**config.mk**
```make
export PLATFORM = sky130hd
export DESIGN_NAME = microsequencer
export DESIGN_NICKNAME = d
export VERILOG_FILES = /design/src/rtl/microsequencer_pkg.sv /design/src/rtl/microsequencer_cond_eval.sv /design/src/rtl/microsequencer.sv
export SDC_FILE = /design/constraint.sdc
export NUM_CORES = 1
export LEC_CHECK = 0
export ABC_CLOCK_PERIOD_IN_PS = 4100
export CAP_MARGIN = 20
export CORE_ASPECT_RATIO = 0.7
export CORE_MARGIN = 4
export CORE_UTILIZATION = 29
export DETAILED_ROUTE_END_ITERATION = 8
export HOLD_SLACK_MARGIN = 0.12
export PLACE_DENSITY = 0.74
export SETUP_SLACK_MARGIN = 0.5
export SKIP_CTS_REPAIR_TIMING = 1
export SYNTH_ARGS = -nofsm -noshare
export SYNTH_HDL_FRONTEND = slang
export SYNTH_HIERARCHICAL = 1
export SYNTH_SLANG_ARGS = --single-unit
```
**constraint.sdc**
```tcl
create_clock -name CLK -period 4.1 [get_ports CLK]
set_input_delay 0.82 -clock CLK [delete_from_list [all_inputs] [get_ports CLK]]
set_output_delay 0.82 -clock CLK [all_outputs]
set_load 0.03 [all_outputs]
```
**src/rtl/microsequencer_pkg.sv**
```systemverilog
`default_nettype none
// ============================================================================
// Module      : microsequencer_pkg
// Description : Shared definitions for the microsequencer:
//               - state codes (6-bit, also exported on STATE)
//               - control-word (CW) field bit positions and field encodings
//               - ARM condition code constants
//               - instruction class constants (IR[27:25])
// Revision    : 1.0  initial release
// ============================================================================
package microsequencer_pkg;

  // --------------------------------------------------------------------------
  // State codes. Gaps in the numbering are unused codes that recover to RST.
  // --------------------------------------------------------------------------
  typedef enum logic [5:0] {
    ST_RST     = 6'd0,
    ST_F1      = 6'd1,
    ST_F2      = 6'd2,
    ST_F3      = 6'd3,
    ST_DEC     = 6'd4,
    ST_DP      = 6'd5,
    ST_LS_ADDR = 6'd10,
    ST_LD_MEM  = 6'd11,
    ST_LD_WB   = 6'd12,
    ST_ST_MDR  = 6'd13,
    ST_ST_MEM  = 6'd14,
    ST_BL_LINK = 6'd20,
    ST_BR      = 6'd21
  } state_t;

  // --------------------------------------------------------------------------
  // CW single-bit control positions
  // --------------------------------------------------------------------------
  localparam int c_cw_mfa     = 31;
  localparam int c_cw_rw_ram  = 30;
  localparam int c_cw_salu    = 29;
  localparam int c_cw_rf_rw   = 28;
  localparam int c_cw_ssab    = 27;
  localparam int c_cw_ssop    = 26;
  localparam int c_cw_sma     = 25;
  localparam int c_cw_sta     = 24;
  localparam int c_cw_mar_en  = 23;
  localparam int c_cw_sr_en   = 22;
  localparam int c_cw_mdr_en  = 21;
  localparam int c_cw_ir_en   = 20;
  localparam int c_cw_sht_en  = 19;
  localparam int c_cw_ise_en  = 18;
  localparam int c_cw_sgn_en  = 17;
  localparam int c_cw_dp_clr  = 16;

  // CW multi-bit field positions
  localparam int c_cw_dss_hi   = 15;
  localparam int c_cw_dss_lo   = 14;
  localparam int c_cw_wra_hi   = 13;
  localparam int c_cw_wra_lo   = 12;
  localparam int c_cw_sra_hi   = 11;
  localparam int c_cw_sra_lo   = 10;
  localparam int c_cw_srb_hi   = 9;
  localparam int c_cw_srb_lo   = 8;
  localparam int c_cw_sise_hi  = 7;
  localparam int c_cw_sise_lo  = 6;
  localparam int c_cw_salub_hi = 5;
  localparam int c_cw_salub_lo = 4;
  localparam int c_cw_alua_hi  = 3;
  localparam int c_cw_alua_lo  = 0;

  // --------------------------------------------------------------------------
  // CW field encodings understood by the data path
  // --------------------------------------------------------------------------
  // DSS: register-file write data source
  localparam logic [1:0] c_dss_alu   = 2'b00;
  localparam logic [1:0] c_dss_mdr   = 2'b01;
  localparam logic [1:0] c_dss_pc    = 2'b10;
  // WRA: register-file write address select
  localparam logic [1:0] c_wra_rd    = 2'b00;
  localparam logic [1:0] c_wra_lr    = 2'b01;
  localparam logic [1:0] c_wra_pc    = 2'b10;
  // SRA / SRB: register-file read port selects
  localparam logic [1:0] c_sr_rn     = 2'b00;
  localparam logic [1:0] c_sr_rd     = 2'b01;
  localparam logic [1:0] c_sr_rm     = 2'b10;
  localparam logic [1:0] c_sr_pc     = 2'b11;
  // SISE: immediate extender format
  localparam logic [1:0] c_sise_i12  = 2'b00;
  localparam logic [1:0] c_sise_i24  = 2'b10;
  // SALUB: ALU B operand source
  localparam logic [1:0] c_salub_sht = 2'b00;
  localparam logic [1:0] c_salub_imm = 2'b01;
  localparam logic [1:0] c_salub_k4  = 2'b10;
  // ALUA: ALU operation (ARM data-processing opcode numbering)
  localparam logic [3:0] c_alu_sub   = 4'b0010;
  localparam logic [3:0] c_alu_add   = 4'b0100;
  localparam logic [3:0] c_alu_mov   = 4'b1101;

  // --------------------------------------------------------------------------
  // ARM condition codes (IR[31:28])
  // --------------------------------------------------------------------------
  localparam logic [3:0] c_cond_eq = 4'h0;
  localparam logic [3:0] c_cond_ne = 4'h1;
  localparam logic [3:0] c_cond_cs = 4'h2;
  localparam logic [3:0] c_cond_cc = 4'h3;
  localparam logic [3:0] c_cond_mi = 4'h4;
  localparam logic [3:0] c_cond_pl = 4'h5;
  localparam logic [3:0] c_cond_vs = 4'h6;
  localparam logic [3:0] c_cond_vc = 4'h7;
  localparam logic [3:0] c_cond_hi = 4'h8;
  localparam logic [3:0] c_cond_ls = 4'h9;
  localparam logic [3:0] c_cond_ge = 4'hA;
  localparam logic [3:0] c_cond_lt = 4'hB;
  localparam logic [3:0] c_cond_gt = 4'hC;
  localparam logic [3:0] c_cond_le = 4'hD;
  localparam logic [3:0] c_cond_al = 4'hE;
  localparam logic [3:0] c_cond_nv = 4'hF;

  // --------------------------------------------------------------------------
  // Instruction classes (IR[27:25])
  // --------------------------------------------------------------------------
  localparam logic [2:0] c_cls_dp_reg = 3'b000;
  localparam logic [2:0] c_cls_dp_imm = 3'b001;
  localparam logic [2:0] c_cls_ls_imm = 3'b010;
  localparam logic [2:0] c_cls_ls_reg = 3'b011;
  localparam logic [2:0] c_cls_branch = 3'b101;

endpackage : microsequencer_pkg
`default_nettype wire

```
**src/rtl/microsequencer_cond_eval.sv**
```systemverilog
`default_nettype none
// ============================================================================
// Module      : cond_eval
// Description : Combinational ARM condition-code evaluator.
// Ports       : cond  [3:0] in  condition field (IR[31:28])
//               FLAGS [3:0] in  status {N,Z,C,V}
//               pass        out 1 = condition holds
// Revision    : 1.0  initial release
// ============================================================================
module cond_eval
  import microsequencer_pkg::*;
(
  input  logic [3:0] cond,
  input  logic [3:0] FLAGS,
  output logic       pass
);

  logic w_n;
  logic w_z;
  logic w_c;
  logic w_v;

  assign w_n = FLAGS[3];
  assign w_z = FLAGS[2];
  assign w_c = FLAGS[1];
  assign w_v = FLAGS[0];

  always_comb begin
    pass = 1'b0;
    case (cond)
      c_cond_eq: pass = w_z;
      c_cond_ne: pass = ~w_z;
      c_cond_cs: pass = w_c;
      c_cond_cc: pass = ~w_c;
      c_cond_mi: pass = w_n;
      c_cond_pl: pass = ~w_n;
      c_cond_vs: pass = w_v;
      c_cond_vc: pass = ~w_v;
      c_cond_hi: pass = w_c & ~w_z;
      c_cond_ls: pass = ~w_c | w_z;
      c_cond_ge: pass = (w_n == w_v);
      c_cond_lt: pass = (w_n != w_v);
      c_cond_gt: pass = ~w_z & (w_n == w_v);
      c_cond_le: pass = w_z | (w_n != w_v);
      c_cond_al: pass = 1'b1;
      // 1111 is treated as "never" rather than the ARMv5+ unconditional space
      c_cond_nv: pass = 1'b0;
      default:   pass = 1'b0;
    endcase
  end

endmodule : cond_eval
`default_nettype wire

```
**src/rtl/microsequencer.sv**
```systemverilog
`default_nettype none
// ============================================================================
// Module      : microsequencer
// Description : Moore-style hardwired control unit for a small ARM-like data
//               path: fetch / decode / data-processing / load / store /
//               branch(-link) sequencing with memory wait states.
// Ports       : CLK         in  clock (rising edge)
//               CLR         in  asynchronous active-low reset
//               IR    [31:0] in  instruction register
//               MFC         in  memory-function-complete
//               FLAGS [3:0]  in  status {N,Z,C,V}
//               CW    [31:0] out control word to the data path
//               STATE [5:0]  out current state code (debug)
// Revision    : 1.0  initial release
// ============================================================================
module microsequencer
  import microsequencer_pkg::*;
(
  input  logic        CLK,
  input  logic        CLR,
  input  logic [31:0] IR,
  input  logic        MFC,
  input  logic [3:0]  FLAGS,
  output logic [31:0] CW,
  output logic [5:0]  STATE
);

  state_t      r_state;
  state_t      w_next_state;
  logic [31:0] w_cw;
  logic        w_cond_pass;
  logic        w_unused_ir;

  // Operand/offset fields are consumed by the data path, not the sequencer.
  assign w_unused_ir = ^IR[19:0];

  cond_eval u_cond_eval (
    .cond  (IR[31:28]),
    .FLAGS (FLAGS),
    .pass  (w_cond_pass)
  );

  // --------------------------------------------------------------------------
  // State register. The reset is asynchronous so that an abort during a
  // memory wait drops MFA combinationally, without waiting for a clock.
  // --------------------------------------------------------------------------
  always_ff @(posedge CLK or negedge CLR) begin
    if (!CLR) begin
      r_state <= ST_RST;
    end else begin
      r_state <= w_next_state;
    end
  end

  // --------------------------------------------------------------------------
  // Next-state logic and control store
  // --------------------------------------------------------------------------
  always_comb begin
    w_next_state = ST_RST;
    w_cw         = '0;

    case (r_state)
      ST_RST: begin
        w_next_state        = ST_F1;
        w_cw[c_cw_dp_clr]   = 1'b1;
      end

      // MAR <- PC
      ST_F1: begin
        w_next_state                        = ST_F2;
        w_cw[c_cw_mar_en]                   = 1'b1;
        w_cw[c_cw_sra_hi:c_cw_sra_lo]       = c_sr_pc;
        w_cw[c_cw_alua_hi:c_cw_alua_lo]     = c_alu_mov;
      end

      // Instruction read; MDR captures RAM data while waiting for MFC
      ST_F2: begin
        w_next_state        = MFC ? ST_F3 : ST_F2;
        w_cw[c_cw_mfa]      = 1'b1;
        w_cw[c_cw_rw_ram]   = 1'b1;
        w_cw[c_cw_mdr_en]   = 1'b1;
      end

      // IR <- MDR, PC <- PC + 4
      ST_F3: begin
        w_next_state                        = ST_DEC;
        w_cw[c_cw_ir_en]                    = 1'b1;
        w_cw[c_cw_rf_rw]                    = 1'b1;
        w_cw[c_cw_salu]                     = 1'b1;
        w_cw[c_cw_wra_hi:c_cw_wra_lo]       = c_wra_pc;
        w_cw[c_cw_sra_hi:c_cw_sra_lo]       = c_sr_pc;
        w_cw[c_cw_salub_hi:c_cw_salub_lo]   = c_salub_k4;
        w_cw[c_cw_alua_hi:c_cw_alua_lo]     = c_alu_add;
      end

      ST_DEC: begin
        if (!w_cond_pass) begin
          w_next_state = ST_F1;
        end else begin
          case (IR[27:25])
            c_cls_dp_reg, c_cls_dp_imm: w_next_state = ST_DP;
            c_cls_ls_imm, c_cls_ls_reg: w_next_state = ST_LS_ADDR;
            c_cls_branch:               w_next_state = IR[24] ? ST_BL_LINK : ST_BR;
            default:                    w_next_state = ST_F1;
          endcase
        end
      end

      // Rd <- Rn op shifter. IR is stable during execute, so the opcode,
      // S bit and operand type are taken straight from it.
      ST_DP: begin
        w_next_state                        = ST_F1;
        w_cw[c_cw_rf_rw]                    = 1'b1;
        w_cw[c_cw_salu]                     = 1'b1;
        w_cw[c_cw_sht_en]                   = 1'b1;
        w_cw[c_cw_ssop]                     = IR[25];
        w_cw[c_cw_sr_en]                    = IR[20];
        w_cw[c_cw_wra_hi:c_cw_wra_lo]       = c_wra_rd;
        w_cw[c_cw_sra_hi:c_cw_sra_lo]       = c_sr_rn;
        w_cw[c_cw_srb_hi:c_cw_srb_lo]       = c_sr_rm;
        w_cw[c_cw_salub_hi:c_cw_salub_lo]   = c_salub_sht;
        w_cw[c_cw_alua_hi:c_cw_alua_lo]     = IR[24:21];
      end

      // MAR <- Rn +/- offset (U bit IR[23] picks the direction)
      ST_LS_ADDR: begin
        w_next_state                        = IR[20] ? ST_LD_MEM : ST_ST_MDR;
        w_cw[c_cw_mar_en]                   = 1'b1;
        w_cw[c_cw_ise_en]                   = 1'b1;
        w_cw[c_cw_sise_hi:c_cw_sise_lo]     = c_sise_i12;
        w_cw[c_cw_sra_hi:c_cw_sra_lo]       = c_sr_rn;
        w_cw[c_cw_salub_hi:c_cw_salub_lo]   = c_salub_imm;
        w_cw[c_cw_alua_hi:c_cw_alua_lo]     = IR[23] ? c_alu_add : c_alu_sub;
      end

      ST_LD_MEM: begin
        w_next_state        = MFC ? ST_LD_WB : ST_LD_MEM;
        w_cw[c_cw_mfa]      = 1'b1;
        w_cw[c_cw_rw_ram]   = 1'b1;
        w_cw[c_cw_mdr_en]   = 1'b1;
      end

      // Rd <- MDR
      ST_LD_WB: begin
        w_next_state                        = ST_F1;
        w_cw[c_cw_rf_rw]                    = 1'b1;
        w_cw[c_cw_wra_hi:c_cw_wra_lo]       = c_wra_rd;
        w_cw[c_cw_dss_hi:c_cw_dss_lo]       = c_dss_mdr;
      end

      // MDR <- Rd, routed over the B read port
      ST_ST_MDR: begin
        w_next_state                        = ST_ST_MEM;
        w_cw[c_cw_mdr_en]                   = 1'b1;
        w_cw[c_cw_ssab]                     = 1'b1;
        w_cw[c_cw_srb_hi:c_cw_srb_lo]       = c_sr_rd;
      end

      // Write cycle: RW_RAM stays 0
      ST_ST_MEM: begin
        w_next_state        = MFC ? ST_F1 : ST_ST_MEM;
        w_cw[c_cw_mfa]      = 1'b1;
      end

      // R14 <- PC
      ST_BL_LINK: begin
        w_next_state                        = ST_BR;
        w_cw[c_cw_rf_rw]                    = 1'b1;
        w_cw[c_cw_wra_hi:c_cw_wra_lo]       = c_wra_lr;
        w_cw[c_cw_dss_hi:c_cw_dss_lo]       = c_dss_pc;
      end

      // PC <- PC + (sext(IR[23:0]) << 2)
      ST_BR: begin
        w_next_state                        = ST_F1;
        w_cw[c_cw_rf_rw]                    = 1'b1;
        w_cw[c_cw_salu]                     = 1'b1;
        w_cw[c_cw_ise_en]                   = 1'b1;
        w_cw[c_cw_sgn_en]                   = 1'b1;
        w_cw[c_cw_sise_hi:c_cw_sise_lo]     = c_sise_i24;
        w_cw[c_cw_wra_hi:c_cw_wra_lo]       = c_wra_pc;
        w_cw[c_cw_sra_hi:c_cw_sra_lo]       = c_sr_pc;
        w_cw[c_cw_salub_hi:c_cw_salub_lo]   = c_salub_imm;
        w_cw[c_cw_alua_hi:c_cw_alua_lo]     = c_alu_add;
      end

      // Unused codes recover through RST
      default: begin
        w_next_state = ST_RST;
      end
    endcase
  end

  assign CW    = w_cw;
  assign STATE = r_state;

endmodule : microsequencer
`default_nettype wire

```
==> impl_metrics.tcl <==
set metrics [dict create \
    status "completed" \
    hold_viol 0 \
    r2r_cells 4 \
    final_antenna_net_count 0 \
    setup-tns-final_ns 0 \
    synth.distinct_cells 42 \
    insertion_delay_ns 0.23 \
    hold_class "input port to asynchronous set/reset pin" \
    required_ns 3.28 \
    grt_antenna_before_repair 0 \
    end_kind "primary output" \
    clk_path_buf_depth 2 \
    vdd_drop_max_mv 0.2226 \
    clk_pin_slew_worst_paths_ns 0.04 \
    path_cells "clkdlybuf4s50_1 -> inv_1 -> a2111oi_0 -> clkdlybuf4s50_1" \
    synth_seq_cells 5 \
    yosys_most_used_dff "dfrtp_1" \
    skew_ns 0.001394 \
    gp_congestion 0.8347 \
    dp_hpwl_mm 2.426 \
    crit_buf_inv 3 \
    firstDrtPassIters 5 \
    relSlewSlack_pct 54.71 \
    final_cell_mix "clkdlybuf4s50_1, nor2_1, a21oi_1, nand2_1, nand2b_1" \
    crit_end "CW[3]" \
    fin_crit_sh_pct 80.63 \
    register_area_um2 125.1 \
    h-tree-depth 1 \
    setup_viol 0 \
    drv_slew 0 \
    drcViolationCount 0 \
    yosys_warnings 6 \
    core-area_um2 2903 \
    path_common_cell "clkdlybuf4s50_1" \
    grt_max_degree 24 \
    wl_per_cell_um 14.65 \
    grt_pass1_vias 1098 \
    fin_nets 217 \
    crit_family "buffers and inverters" \
    avgSynthCellArea_um2 6.685 \
    placed_area_um2 1379 \
    gr-total-overflow 0 \
    gr-usage-all-layers_pct 15.62 \
    cts_made_buffers 3 \
    via_per_inst 5.333 \
    r2r_start "STATE[4]" \
    cts-root-buf "clkbuf_8" \
    tritoncts "yes" \
    r2r_slack_ns 2.33 \
    yosysSeqAreaShare_pct 13.66 \
    worstSetupPathType "input port to primary output" \
    r2r_end "STATE[2]" \
    cp_slowest_cell "clkdlybuf4s50_1" \
    crit_start "IR[24]" \
    wl_mm 3.121 \
    p_leak_uw 0.0005314 \
    drv_cap 0 \
    crit_path_start_kind "input port" \
    synth_area_um2 915.9 \
    fp.dieW_um 75.17 \
    syn_inst 137 \
    synth_edf_count 0 \
    n_antenna_cell 0 \
    synthArstFlopShare_pct 100.0 \
    final_common_cell "clkdlybuf4s50_1" \
    power_density_nw_per_um2 679.1 \
    cp.depth 4 \
    initial_core_util_pct 31.55 \
    dieArea_um2 4136 \
    crit_fanout 2 \
    drt_iter0_drc 86 \
    vias 1136 \
    largest_reg_flops 5 \
    critPathMaxStageDelay_ns 0.75 \
    area_growth_pct 55.47 \
    cts_sinks 5 \
    tightest_slew_ns 0.6794 \
    rsz0062_at_grt "no" \
    rows 16 \
    worstPathArrival_ns 2.49 \
    multi_input_area_um2 673.1 \
    final_area_um2 1424 \
    grt_pass1_wl_mm 4.912 \
    ios 77 \
    die_h_um 55.02 \
    fillers 295 \
    fmax_mhz 302.5 \
    period_needed_ns 3.306 \
    io_buffers 52 \
    layout-drive-gt1-share_pct 5.085 \
]
per-stage QoR:
| step | hold WS, ns | instances | setup slack [ns] | utilization [%] | power, uW |
|---|---|---|---|---|---|
| CTS | 0.8416 | 213 | 0.7505 | 49.05 | 969.0 |
| finish | 0.8286 | 213 | 0.7940 | 49.05 | 966.9 |
| global route | 0.8501 | 213 | 0.6230 | 49.05 | 1033 |
| global placement | 0.8494 | 209 | 0.7818 | 47.50 | 864.1 |
| detailed placement | 0.8487 | 209 | 0.7834 | 47.50 | 870.8 |
| floorplan | 0.5244 | 140 | 0.8078 | - | 623.7 |
layer usage:
metal  global-route usage, %  share of wire [%]  routed length, um  vias up
met2                   26.01                 44               1370       56
met4                   3.488               0.87                 27        0
met3                   4.332                 10                319        5
li1                        -                  -                  -      561
met1                   20.30                 45               1403      514
met5                       0                  0                  0        -
logic make-up after synthesis:
kind of cell | share of synthesized area, %
AOI/OAI and AO/OA | 29.65
xor gates and xnor gates | 4.781
DFF | 13.66
muxes | 1.093
other | 0.4094
and+or+nand+nor | 36.34
buffers and inverters | 14.07
final cells by class:
class,instances,share of cell area [%]
well taps,36,3.163
inverters,4,1.054
clock buffers,4,3.163
repair buffers,52,36.56
multi-input cells,112,47.28
flip-flops and latches,5,8.787
power breakdown:
group / internal (uW) / leakage, uW / switching (uW)
clock: 66.9 / 0.0000228 / 26.5
combinational: 310 / 0.000443 / 422
sequential: 64.3 / 0.0000655 / 77.5
how the worst min path moves through the flow:
stage | end | slack [ns] | from
3_5_place_dp | STATE[0] | 0.85 | STATE[1]
3_3_place_gp | STATE[0] | 0.85 | STATE[1]
2_1_floorplan | STATE[0] | 0.52 | CLR
4_1_cts | STATE[2] | 0.84 | CLR
5_1_grt | STATE[4] | 0.85 | CLR
6_report | STATE[4] | 0.83 | CLR
cell usage after synthesis, types with 2 or more instances:
master,instances,area [um2]
nor3_1,8,40.04
o22a_1,2,17.52
dfrtp_1,5,125.1
nor2b_1,6,37.54
nand2_1,9,33.78
o21ai_0,7,35.03
a21oi_1,13,65.06
o32ai_1,2,17.52
a2111oi_0,2,17.52
nor2_1,15,56.30
clkbuf_1,3,11.26
nor3b_1,2,15.01
a31oi_1,2,12.51
or2_2,4,25.02
buf_2,7,35.03
inv_1,4,15.01
buf_4,9,67.56
nor4_1,2,12.51
nand2b_1,9,56.30
xor2_1,4,35.03
Note: power is estimated with default switching activity, not from simulation.
